**config.mk**
```make
export PLATFORM = sky130hd
export DESIGN_NAME = btn_conditioner
export DESIGN_NICKNAME = d
export VERILOG_FILES = /design/src/rtl/btn_pkg.sv /design/src/rtl/btn_conditioner_debounce.sv /design/src/rtl/btn_conditioner.sv
export SDC_FILE = /design/constraint.sdc
export NUM_CORES = 1
export LEC_CHECK = 0
export CELL_PAD_IN_SITES_DETAIL_PLACEMENT = 1
export CELL_PAD_IN_SITES_GLOBAL_PLACEMENT = 2
export CORE_MARGIN = 1.5
export CORE_UTILIZATION = 34
export CTS_CLUSTER_DIAMETER = 60
export DETAILED_ROUTE_END_ITERATION = 10
export GPL_TIMING_DRIVEN = 0
export PLACE_DENSITY = 0.8
export SLEW_MARGIN = 10
export SYNTH_ARGS = -nofsm -noshare
export SYNTH_HDL_FRONTEND = slang
export SYNTH_SLANG_ARGS = --single-unit
export TNS_END_PERCENT = 50
```
**constraint.sdc**
```tcl
create_clock -name clk -period 1.9 [get_ports clk]
set_input_delay 0.38 -clock clk [delete_from_list [all_inputs] [get_ports clk]]
set_output_delay 0.38 -clock clk [all_outputs]
set_load 0.02 [all_outputs]
```
**src/rtl/btn_pkg.sv**
```systemverilog
// Shared encodings for the push-button conditioner: debounce FSM states,
// button indices and the fixed press-event priority order.
package btn_pkg;

    localparam int NUM_BTN = 4;

    localparam int BTN_LEFT  = 0;
    localparam int BTN_RIGHT = 1;
    localparam int BTN_WARN  = 2;
    localparam int BTN_SAFE  = 3;

    typedef enum logic [1:0] {
        RELEASED     = 2'd0,
        PRESS_WAIT   = 2'd1,
        HELD         = 2'd2,
        RELEASE_WAIT = 2'd3
    } btn_state_e;

    // Highest priority first: safe always wins, warning always loses.
    localparam int PRIO_ORDER [NUM_BTN] = '{BTN_SAFE, BTN_LEFT, BTN_RIGHT, BTN_WARN};

    function automatic logic [NUM_BTN-1:0] prio_select(input logic [NUM_BTN-1:0] req);
        logic [NUM_BTN-1:0] grant;
        grant = '0;
        // Walk from lowest to highest priority so the last hit is the winner.
        for (int k = NUM_BTN - 1; k >= 0; k--) begin
            if (req[PRIO_ORDER[k]]) begin
                grant                = '0;
                grant[PRIO_ORDER[k]] = 1'b1;
            end
        end
        return grant;
    endfunction

endpackage

```
**src/rtl/btn_conditioner_debounce.sv**
```systemverilog
// One-bit button conditioner: 2-flop synchronizer, press/release debounce
// FSM with a saturating stability counter, registered clean level.
module btn_debounce
    import btn_pkg::*;
#(
    parameter int DEBOUNCE_COUNT = 1250000
) (
    input  logic i_clk,
    input  logic i_reset,
    input  logic i_raw,
    output logic o_clean,
    output logic o_accept
);

    localparam int CW = $clog2(DEBOUNCE_COUNT);
    localparam logic [CW-1:0] CNT_LAST = CW'(DEBOUNCE_COUNT - 1);

    logic          r_sync1;
    logic          r_sync2;
    btn_state_e    r_state;
    logic [CW-1:0] r_cnt;
    logic          r_clean;

    btn_state_e    w_state_next;
    logic [CW-1:0] w_cnt_next;
    logic          w_accept;

    always_comb begin
        w_state_next = r_state;
        w_cnt_next   = r_cnt;
        w_accept     = 1'b0;
        case (r_state)
            RELEASED: begin
                if (r_sync2) begin
                    w_state_next = PRESS_WAIT;
                    w_cnt_next   = '0;
                end
            end
            PRESS_WAIT: begin
                if (!r_sync2) begin
                    w_state_next = RELEASED;
                end else if (r_cnt == CNT_LAST) begin
                    w_state_next = HELD;
                    w_accept     = 1'b1;
                end else begin
                    w_cnt_next = r_cnt + CW'(1);
                end
            end
            HELD: begin
                if (!r_sync2) begin
                    w_state_next = RELEASE_WAIT;
                    w_cnt_next   = '0;
                end
            end
            RELEASE_WAIT: begin
                // A bounce back high resumes HELD without a new event.
                if (r_sync2) begin
                    w_state_next = HELD;
                end else if (r_cnt == CNT_LAST) begin
                    w_state_next = RELEASED;
                end else begin
                    w_cnt_next = r_cnt + CW'(1);
                end
            end
            default: begin
                w_state_next = RELEASED;
                w_cnt_next   = '0;
            end
        endcase
    end

    always_ff @(posedge i_clk) begin
        if (i_reset) begin
            r_sync1 <= 1'b0;
            r_sync2 <= 1'b0;
            r_state <= RELEASED;
            r_cnt   <= '0;
            r_clean <= 1'b0;
        end else begin
            r_sync1 <= i_raw;
            r_sync2 <= r_sync1;
            r_state <= w_state_next;
            r_cnt   <= w_cnt_next;
            r_clean <= (r_state == HELD) || (r_state == RELEASE_WAIT);
        end
    end

    assign o_clean  = r_clean;
    assign o_accept = w_accept;

endmodule

```
**src/rtl/btn_conditioner.sv**
```systemverilog
// Four-button conditioner: per-bit debouncers feed a pending register that
// releases at most one press event per cycle in fixed priority order.
module btn_conditioner
    import btn_pkg::*;
#(
    parameter int DEBOUNCE_COUNT = 1250000
) (
    input  logic               clk,
    input  logic               reset,
    input  logic [NUM_BTN-1:0] btn_raw,
    output logic [NUM_BTN-1:0] btn_clean,
    output logic [NUM_BTN-1:0] btn_press,
    output logic [NUM_BTN-1:0] btn_pending
);

    logic [NUM_BTN-1:0] w_clean;
    logic [NUM_BTN-1:0] w_accept;
    logic [NUM_BTN-1:0] w_grant;
    logic [NUM_BTN-1:0] r_pending;
    logic [NUM_BTN-1:0] r_press;

    for (genvar i = 0; i < NUM_BTN; i++) begin : g_deb
        btn_debounce #(
            .DEBOUNCE_COUNT(DEBOUNCE_COUNT)
        ) u_deb (
            .i_clk   (clk),
            .i_reset (reset),
            .i_raw   (btn_raw[i]),
            .o_clean (w_clean[i]),
            .o_accept(w_accept[i])
        );
    end

    assign w_grant = prio_select(r_pending);

    always_ff @(posedge clk) begin
        if (reset) begin
            r_pending <= '0;
            r_press   <= '0;
        end else begin
            r_press   <= w_grant;
            // OR-ing the new accepts after the clear lets a same-cycle set win.
            r_pending <= (r_pending & ~w_grant) | w_accept;
        end
    end

    assign btn_clean   = w_clean;
    assign btn_press   = r_press;
    assign btn_pending = r_pending;

endmodule

```
Word-level counts from Yosys, hierarchy flattened. Cells that the tools add are included.

Input bits: 6. Logic and storage cells: 153. Output and inout port bits: 12. Flip-flop bits (word level): 112.

Mux-type cells: 68. Equal/unequal tests: 40. Bitwise gates (word level): 3. Reduce and logical (&&, ||, !) cells: 16. Add/subtract/negate cells: 4.

Operators with widths (number): 21-bit 2-to-1 mux (20); 21-bit one-hot mux with 4 select lines (4); 21-bit by 1-bit adder with 21-bit output, second input constant (4); 21-bit equality test, second input constant (4); 2-bit 2-to-1 mux (24); 2-bit one-hot mux with 4 select lines (4); 4-bit AND reduction (8); 2-bit equality test, second input constant (8); 2-bit by 1-bit != test with 1-bit output, second input constant (8); 2-bit != test, second input constant (8); 1-bit 2-to-1 mux (12); 4-bit 2-to-1 mux (3); 3-bit by 1-bit != test with 1-bit output, second input constant (4); 3-bit != test, second input constant (4); 2-bit by 1-bit equality test with 1-bit output, second input constant (4); 2-bit logical NOT (4); 4-bit AND (1); 1-bit logical OR (4); 4-bit inverter (1); 4-bit bitwise OR (1); 3-bit 2-to-1 mux (1).

Longest topological paths before layout. Gate-level depths: netlist of run 1.

Word-level depth: 7. Depth in mapped cells: 8. Gate-level depth less buffers: 6.

By module. A second synthesis of run 1 with hierarchy kept.

Cell total of the unflattened synthesis: 635. Area, all modules: 5726.7 µm².

By module, submodules not included: btn_debounce (cells an instance 153, area each 1370.1 µm², instances 4, sequential area each 520.5 µm²); btn_conditioner (cells an instance 23, area each 246.5 µm², instances 1, sequential area each 160.2 µm²).

Least setup slack after synthesis of run 1. OpenSTA, ideal clock, no wires.

Path kind: flip-flop to flip-flop. Start point: reg g_deb[1].u_deb.r_cnt[0]. End point: reg g_deb[1].u_deb.r_cnt[4]. Library setup time: 66 ps. Path slack: -26 ps. Arrival time: 1860 ps. Required time: 1834 ps. Path buffers: 2. Cell stages (with the launch flop): 9. Clock period less this slack: 1926 ps. Cell sequence: dfxtp_1 ha_1 nand3_1 or4_4 o21ai_2 buf_6 buf_12 o21ai_1 a21oi_2.

Word-level cells in the longest chain between the ends: 4. Elaborated cells on any way between the ends: 6. Those cells by class: add/sub: 1; eq/ne: 1; mux: 4.

Ends and longest elaborated chain: start, declared (line btn_conditioner_debounce.sv:21) `logic [CW-1:0] r_cnt;`; start signal, assigned (line btn_conditioner_debounce.sv:83) `r_cnt <= w_cnt_next;`; 21-bit by 1-bit adder with 21-bit output or 21-bit equality test (tied branches); 21-bit 2-to-1 mux (*) (line btn_conditioner_debounce.sv:42, btn_conditioner_debounce.sv:59); 21-bit 2-to-1 mux (on tied branches) (line btn_conditioner_debounce.sv:57, btn_conditioner_debounce.sv:40); 21-bit one-hot mux with 4 select lines (*) (line btn_conditioner_debounce.sv:32) `case (r_state)`.

Every way passes the cells marked *; elsewhere a longest branch is shown, timed or not. The select of a mux whose other input is x is not followed. A chain may end at the register's enable or synchronous reset.

Worst setup path after layout of run 1.
Start point: reg g_deb[1].u_deb.r_cnt[5]. End point: reg g_deb[1].u_deb.r_cnt[13].

Same word-level chain as after synthesis.

==> out/metrics.yaml, run 1 <==
status: "finished with violations"
violations: "setup timing"
hold_class: "register to register"
slowest_stage: "or4_4"
synth-adder-area-share_pct: 0.9814
grt_max_degree: 20
netlist_instances: 581
grt_pass1_vias: 4509
vias_per_cell: 5.305
synth-simple-area-share_pct: 31.04
dieArea_mm2: 0.01574
cp-end-kind: "register"
path_cells: "or3_1, or4_4, o21ai_4, buf_6, buf_6, or3_4, a21oi_2"
use_met2_pct: 29.19
regToRegEndpoint: "g_deb[1].u_deb.r_cnt[13]$_SDFFE_PP0P_"
synth_most_common_cell: "dfxtp_1"
syn_nets: 591
area_growth_pct: 24.53
grt_pass1_wl_um: 22280
path_max_fanout: 4
netlist_area_mm2: 0.005100
final_cells: 824
synth_compound_area_share_pct: 9.985
clk_pin_slew_ps: 80
core_region_area_mm2: 0.01459
period_share_pct: 105.4
drv_cap: 0
cp_common_cell: "buf_6"
setup_viol: 12
synth_cell_types: 51
synth_edf_count: 0
rsz0062_at_grt: "true"
p_leak_uw: 0.002164
crit_required_ps: 2150
arrival_ps: 2250
nets: 645
grt.total_usage_pct: 17.44
numCtsBuffers: 9
hold_depth: 1
clock-skew-final_ps: 13.07
yosysSeqAreaShare_pct: 43.96
synth_top_area_share_pct: 43.96
clk_path_buf_depth: 2
synth.area.mux_share_pct: 0.9814
dp_hpwl_um: 8871
worst_pin_slew_ps: 661.5
io_pins: 18
synth_area_per_cell_um2: 8.778
io_buffers: 17
synth_top_family_by_area: "simple AND/OR/NAND/NOR gates"
fmax_mhz: 499.5
drive_gt1_share_pct: 20.94
clkSinkCount: 112
synth_common_cells: "112 x dfxtp_1, 74 x nor2_1, 47 x nand2_1"
busiest_layer: "met2"
finalSetupTns_ps: -688.4
vias: 4371
die_x_um: 125.5
synth_top_area_cell: "dfxtp_1"
insertion_delay_ps: 370
drv_slew: 0
wirelength_um: 13050
gp_congestion: 0.7654
avgRoutedWirePerCell_um: 15.83
worst-setup-path-type: "register to register"
p_per_area_mw_per_mm2: 710.2
yosys-top-cells-area: "dfxtp_1 44%, xor2_1 5.5%, nor2_1 5.4%"
postRouteAntennaNets: 0
reg2reg_from: "g_deb[1].u_deb.r_cnt[5]$_SDFFE_PP0P_"
die_h_um: 125.5
worstHoldEndpoint: "g_deb[1].u_deb.r_sync2$_SDFF_PP0_"
setup_ws_ps: -102.0
drt_first_pass_iters: 4
max_slew_margin_pct: 55.90
antenna_found_initial: 0
grt_use_met1_pct: 22.33
hp-start: "g_deb[1].u_deb.r_sync1$_SDFF_PP0_"
yosys_warnings: 0
r2r_slack_ps: -100
finalWorstPathRequiredPeriod_ps: 2002
synthFlopType: "dfxtp_1"
grt-ovfl-total: 0
met3_usage_pct: 4.664
drc: 0
rows: 44
async_flop_share_pct: 0
dpl.cell_count: 782
cts.htree.levels: 3
critPathLaunchType: "register"
start_util_pct: 34.96
reg2regPathDepth: 7
ys_ff_latch: 112
peakVddDrop_mv: 0.4729
cts_root_buffer: "clkbuf_16"
insertedDiodeCount: 0
hold_viol_final: 0
synth_xor_area_share_pct: 9.249
max_stage_delay_ps: 580
drt_iter0_markers: 176
cts_tree: "done"
cells by family (layout without fill, tap and decap cells):
| family | after synthesis | in the layout |
|---|---|---|
| AOI/OAI and AO/OA | 79 | 79 |
| adders and majority gates | 4 | 4 |
| xor gates and xnor gates | 53 | 53 |
| muxes | 5 | 5 |
| DFF | 112 | 112 |
| and+or+nand+nor | 293 | 293 |
| buffers and inverters | 35 | 94 |
worst max-delay path by stage:
stage                     slack [ps]                                    end                            startpoint
after floorplan                   20   g_deb[1].u_deb.r_cnt[4]$_SDFFE_PP0P_  g_deb[1].u_deb.r_cnt[5]$_SDFFE_PP0P_
after global placement          -450  g_deb[0].u_deb.r_cnt[14]$_SDFFE_PP0P_                                 reset
after detailed placement        -500  g_deb[0].u_deb.r_cnt[19]$_SDFFE_PP0P_                                 reset
after CTS                        -80  g_deb[0].u_deb.r_cnt[17]$_SDFFE_PP0P_                              register
after global routing            -140  g_deb[1].u_deb.r_cnt[13]$_SDFFE_PP0P_  g_deb[1].u_deb.r_cnt[5]$_SDFFE_PP0P_
final                           -100  g_deb[1].u_deb.r_cnt[13]$_SDFFE_PP0P_  g_deb[1].u_deb.r_cnt[5]$_SDFFE_PP0P_
routing by layer:
layer | vias to the layer above | wire length (um) | part of all wire (%)
met5 | - | 0 | 0
met4 | 0 | 152 | 1.2
met3 | 11 | 368 | 2.8
met2 | 49 | 6271 | 48
met1 | 2145 | 6254 | 48
li1 | 2166 | - | -
critical path, delay by kind of cell, from the launching register on:
| family | cells | cell delay [ps] |
|---|---|---|
| buffers and inverters | 2 | 290 |
| AOI/OAI and AO/OA | 2 | 210 |
| and+or+nand+nor | 3 | 1060 |
| DFF | 1 | 320 |
metrics by stage:
step	setup WS (ps)	hold WS, ps	power, uW	instance area, um2	utilization [%]
after floorplan	23.66	413.8	2503	5107	-
after global placement	-448.0	425.6	2553	5508	37.75
after detailed placement	-504.5	426.6	2556	5508	37.75
after CTS	-83.88	445.3	4579	6175	42.32
after global routing	-135.1	464.6	4693	6351	43.53
final	-102.0	442.8	4511	6351	43.53
cells in the final DEF, fill, tap and decap left out, types with 4 or more instances in the layout:
cell / n
nor4b_1: 6
xnor2_1: 19
clkbuf_16: 9
mux2i_1: 5
or2_2: 4
nand2_1: 47
and4_1: 6
dfxtp_2: 13
nor4_1: 4
o21ai_0: 15
nand4_1: 27
o21ai_2: 9
xor2_1: 30
or3_4: 5
nor2_1: 73
dfxtp_1: 94
o211ai_1: 8
a21oi_1: 21
buf_4: 25
a21oi_2: 8
nor2b_1: 13
or3_1: 18
nor3_1: 16
nand3_1: 26
dfxtp_4: 5
clkbuf_2: 6
or4_1: 6
nor3b_1: 4
inv_1: 13
buf_6: 12
and3_1: 10
clkdlybuf4s50_1: 14
area by class of cell:
| type | instances | area, um2 |
|---|---|---|
| clock buffers | 9 | 225.2 |
| inverters | 13 | 48.80 |
| repair buffers | 45 | 432.9 |
| well taps | 184 | 230.2 |
| multi-input cells | 434 | 2913 |
| fillers | 1692 | 8238 |
| flip-flops and latches | 112 | 2277 |
| plain buffers | 20 | 146.4 |
| clock inverters | 7 | 77.57 |
what timing repair did:
item	4_1_cts	5_1_grt
endpoints found under the setup margin	73	66
gates resized for setup	55	42
pin swaps	21	22
hold buffers	0	0
buffers inserted	17	8
cloned	3	0
registers in the layout (all words and copies together) (netlist names), named ones only:
name,count
g_deb.u_deb.r_sync1,4
g_deb.u_deb.r_cnt,84
btn_press,4
btn_pending,4
g_deb.u_deb.r_sync2,4
g_deb.u_deb.o_clean,4
g_deb.u_deb.r_state,4
power breakdown:
group	leakage (uW)	total, uW	switching (uW)	internal [uW]
Clock	0.000147	1990	947	1040
Sequential	0.000915	2360	11.0	2350
Combinational	0.00110	164	101	63.0
Total	0.00216	4510	1060	3450
Power figures use the tool's default switching activity.
==> run 2: changes to the inputs <==
--- a/config.mk
+++ b/config.mk
@@ -8,11 +8,11 @@
 export CELL_PAD_IN_SITES_DETAIL_PLACEMENT = 1
 export CELL_PAD_IN_SITES_GLOBAL_PLACEMENT = 2
 export CORE_MARGIN = 1.5
-export CORE_UTILIZATION = 34
+export CORE_UTILIZATION = 32
 export CTS_CLUSTER_DIAMETER = 60
 export DETAILED_ROUTE_END_ITERATION = 10
 export GPL_TIMING_DRIVEN = 0
-export PLACE_DENSITY = 0.8
+export PLACE_DENSITY = 0.76
 export SLEW_MARGIN = 10
 export SYNTH_ARGS = -nofsm -noshare
 export SYNTH_HDL_FRONTEND = slang
==> run 2 against run 1 <==
The flow still finishes with violations (setup timing). Critical endpoint is now g_deb[1].u_deb.r_cnt[15]$_SDFFE_PP0P_. Total power decreased by 1.0%. Combinational power about the same. Worst setup slack improved by 56 ps. Largest power group unchanged. Clock power fell by 3%.
==> out/metrics.yaml, run 2 (synthesized netlist as in run 1, its figures left out) <==
status: "finished with violations"
violations: "setup timing"
worst_pin_slew_ps: 633.6
final_util_pct: 41.07
finalWorstPathRequiredPeriod_ps: 1946
r2r_slack_ps: -50
dp_hpwl_um: 8715
grt.total_usage_pct: 16.06
nets: 636
drv_cap: 0
postRouteAntennaNets: 0
drv_slew: 0
cts_root_buffer: "clkbuf_16"
io_pins: 18
setup_viol: 8
clk_pin_slew_ps: 70
insertedDiodeCount: 0
worst-setup-path-type: "register to register"
die_h_um: 129.2
finalSetupTns_ps: -173.8
grt-ovfl-total: 0
rows: 45
crit_required_ps: 2150
arrival_ps: 2190
wirelength_um: 12540
p_per_area_mw_per_mm2: 706.9
drt_first_pass_iters: 4
layout_commonest_cell: "dfxtp_1"
p_leak_uw: 0.002124
largest_reg_flops: 84
rsz0062_at_grt: "true"
path_max_fanout: 4
vias_per_cell: 5.118
antenna_found_initial: 0
path_cells: "or3_1, or4_4, o21ai_4, buf_6, buf_6, or3_4, a21oi_2"
reg2reg_from: "g_deb[1].u_deb.r_cnt[5]$_SDFFE_PP0P_"
setup_ws_ps: -46.25
power_frac_seq_pct: 52.9
reg2regPathDepth: 7
peakVddDrop_mv: 0.4799
grt_pass1_vias: 4233
max_stage_delay_ps: 540
cts.htree.levels: 3
period_share_pct: 102.4
combPwrFrac_pct: 3.6
slowest_stage: "or4_4"
hold_depth: 1
regMostFlops: "g_deb.u_deb.r_cnt"
drc: 0
numCtsBuffers: 9
critPathLaunchType: "register"
dp_slack_ps: -473.6
clock-skew-final_ps: 7.335
regToRegEndpoint: "g_deb[1].u_deb.r_cnt[15]$_SDFFE_PP0P_"
core_region_area_mm2: 0.01537
area_growth_pct: 23.80
drt_iter0_markers: 134
netSwitchingPower_uw: 983.9
cp_common_cell: "buf_6"
io_buffers: 17
drive_gt1_share_pct: 19.02
final_cell_mix: "94 x dfxtp_1, 74 x nor2_1, 47 x nand2_1, 29 x xor2_1, 27 x nand4_1"
grt_pass1_wl_um: 21040
gp_congestion: 0.7973
die_x_um: 129.2
clk_path_buf_depth: 2
insertion_delay_ps: 360
grt_max_degree: 18
hp-start: "g_deb[1].u_deb.r_sync1$_SDFF_PP0_"
hold_class: "register to register"
hold_viol_final: 0
cp-end-kind: "register"
intPower_uw: 3479
hold_buffers: 0
fmax_mhz: 513.8
avgRoutedWirePerCell_um: 14.89
worstHoldEndpoint: "g_deb[1].u_deb.r_sync2$_SDFF_PP0_"
p_sw_share_pct: 22.05
vias: 4309
max_slew_margin_pct: 57.76
clkSinkCount: 112
start_util_pct: 33.18
dieArea_mm2: 0.01670
cts_tree: "done"
power_frac_clock_pct: 43.5
run 2: cell types whose count changed in the layout (fill, tap and decap cells not counted), moves of 2 or more:
cell	delta
nor4b_2	-2
a21oi_2	-3
nor4b_1	+2
buf_4	-8
inv_6	-2
clkbuf_1	+2
a21oi_1	+3
run 2: worst max-delay path: cells and delay by family, from the launching register on:
kind | cells | cell delay [ps]
flip-flops | 1 | 320
AO/OA/AOI/OAI | 2 | 210
buffers and inverters | 2 | 280
AND/OR/NAND/NOR | 3 | 1020
run 2: final cells by class:
class                      instances  area (um2)
multi-input combinational        434        2915
fill                            1789        9057
sequential                       112        2277
clock inverter                     4       52.55
clock buffer                      12       246.5
timing repair buffer              36       362.8
tap                              211       264.0
inverter                          13       48.80
buffer                            20       146.4
run 2: per-stage QoR:
| step | hold WS, ps | cell area [um2] | instances | total power (uW) |
|---|---|---|---|---|
| after floorplan | 413.8 | 5107 | 581 | 2503 |
| after detailed placement | 427.5 | 5542 | 809 | 2554 |
| final | 437.7 | 6314 | 842 | 4463 |
| after global routing | 454.0 | 6314 | 842 | 4655 |
| after global placement | 420.9 | 5542 | 809 | 2552 |
| after CTS | 443.0 | 6157 | 840 | 4553 |
run 2: how the worst max path moves through the flow:
| stage | from | to | slack, ps |
|---|---|---|---|
| final | g_deb[1].u_deb.r_cnt[5]$_SDFFE_PP0P_ | g_deb[1].u_deb.r_cnt[15]$_SDFFE_PP0P_ | -50 |
| after global routing | g_deb[1].u_deb.r_cnt[5]$_SDFFE_PP0P_ | g_deb[1].u_deb.r_cnt[7]$_SDFFE_PP0P_ | -130 |
| after CTS | g_deb[1].u_deb.r_cnt[1]$_SDFFE_PP0P_ | g_deb[1].u_deb.r_cnt[15]$_SDFFE_PP0P_ | -30 |
| after detailed placement | reset | g_deb[0].u_deb.r_cnt[9]$_SDFFE_PP0P_ | -470 |
| after global placement | reset | g_deb[0].u_deb.r_cnt[14]$_SDFFE_PP0P_ | -440 |
| after floorplan | g_deb[1].u_deb.r_cnt[5]$_SDFFE_PP0P_ | g_deb[1].u_deb.r_cnt[4]$_SDFFE_PP0P_ | 20 |
run 2: timing repair:
action,CTS,global route
pin swaps,14,20
resized for setup,48,41
buffers inserted,13,3
cloned,3,0
setup endpoints to repair,70,84
run 2: power groups by stage:
stage                     clock [uW]  combinational (uW)  sequential (uW)
final                           1940                 162             2360
after global routing            2110                 178             2360
after CTS                       2040                 157             2360
after detailed placement           0                 133             2420
after global placement             0                 132             2420
after floorplan                    0                84.6             2420
run 2: per-layer routing:
layer / vias up / part of all wire, % / global-route usage [%]
li1: 2155 / - / -
met1: 2108 / 49 / 20.96
met2: 35 / 48 / 25.97
met3: 11 / 2.8 / 4.748
met4: 0 / 0.93 / 4.230
met5: - / 0 / 0
==> run 3: changes to the inputs <==
--- a/config.mk
+++ b/config.mk
@@ -5,6 +5,7 @@
 export SDC_FILE = /design/constraint.sdc
 export NUM_CORES = 1
 export LEC_CHECK = 0
+export ABC_CLOCK_PERIOD_IN_PS = 1900
 export CELL_PAD_IN_SITES_DETAIL_PLACEMENT = 1
 export CELL_PAD_IN_SITES_GLOBAL_PLACEMENT = 2
 export CORE_MARGIN = 1.5
@@ -13,7 +14,6 @@
 export DETAILED_ROUTE_END_ITERATION = 10
 export GPL_TIMING_DRIVEN = 0
 export PLACE_DENSITY = 0.76
-export SLEW_MARGIN = 10
 export SYNTH_ARGS = -nofsm -noshare
 export SYNTH_HDL_FRONTEND = slang
 export SYNTH_SLANG_ARGS = --single-unit
==> results of run 3 <==
Same layout as run 2: the final DEF is identical, and so are final timing and power.
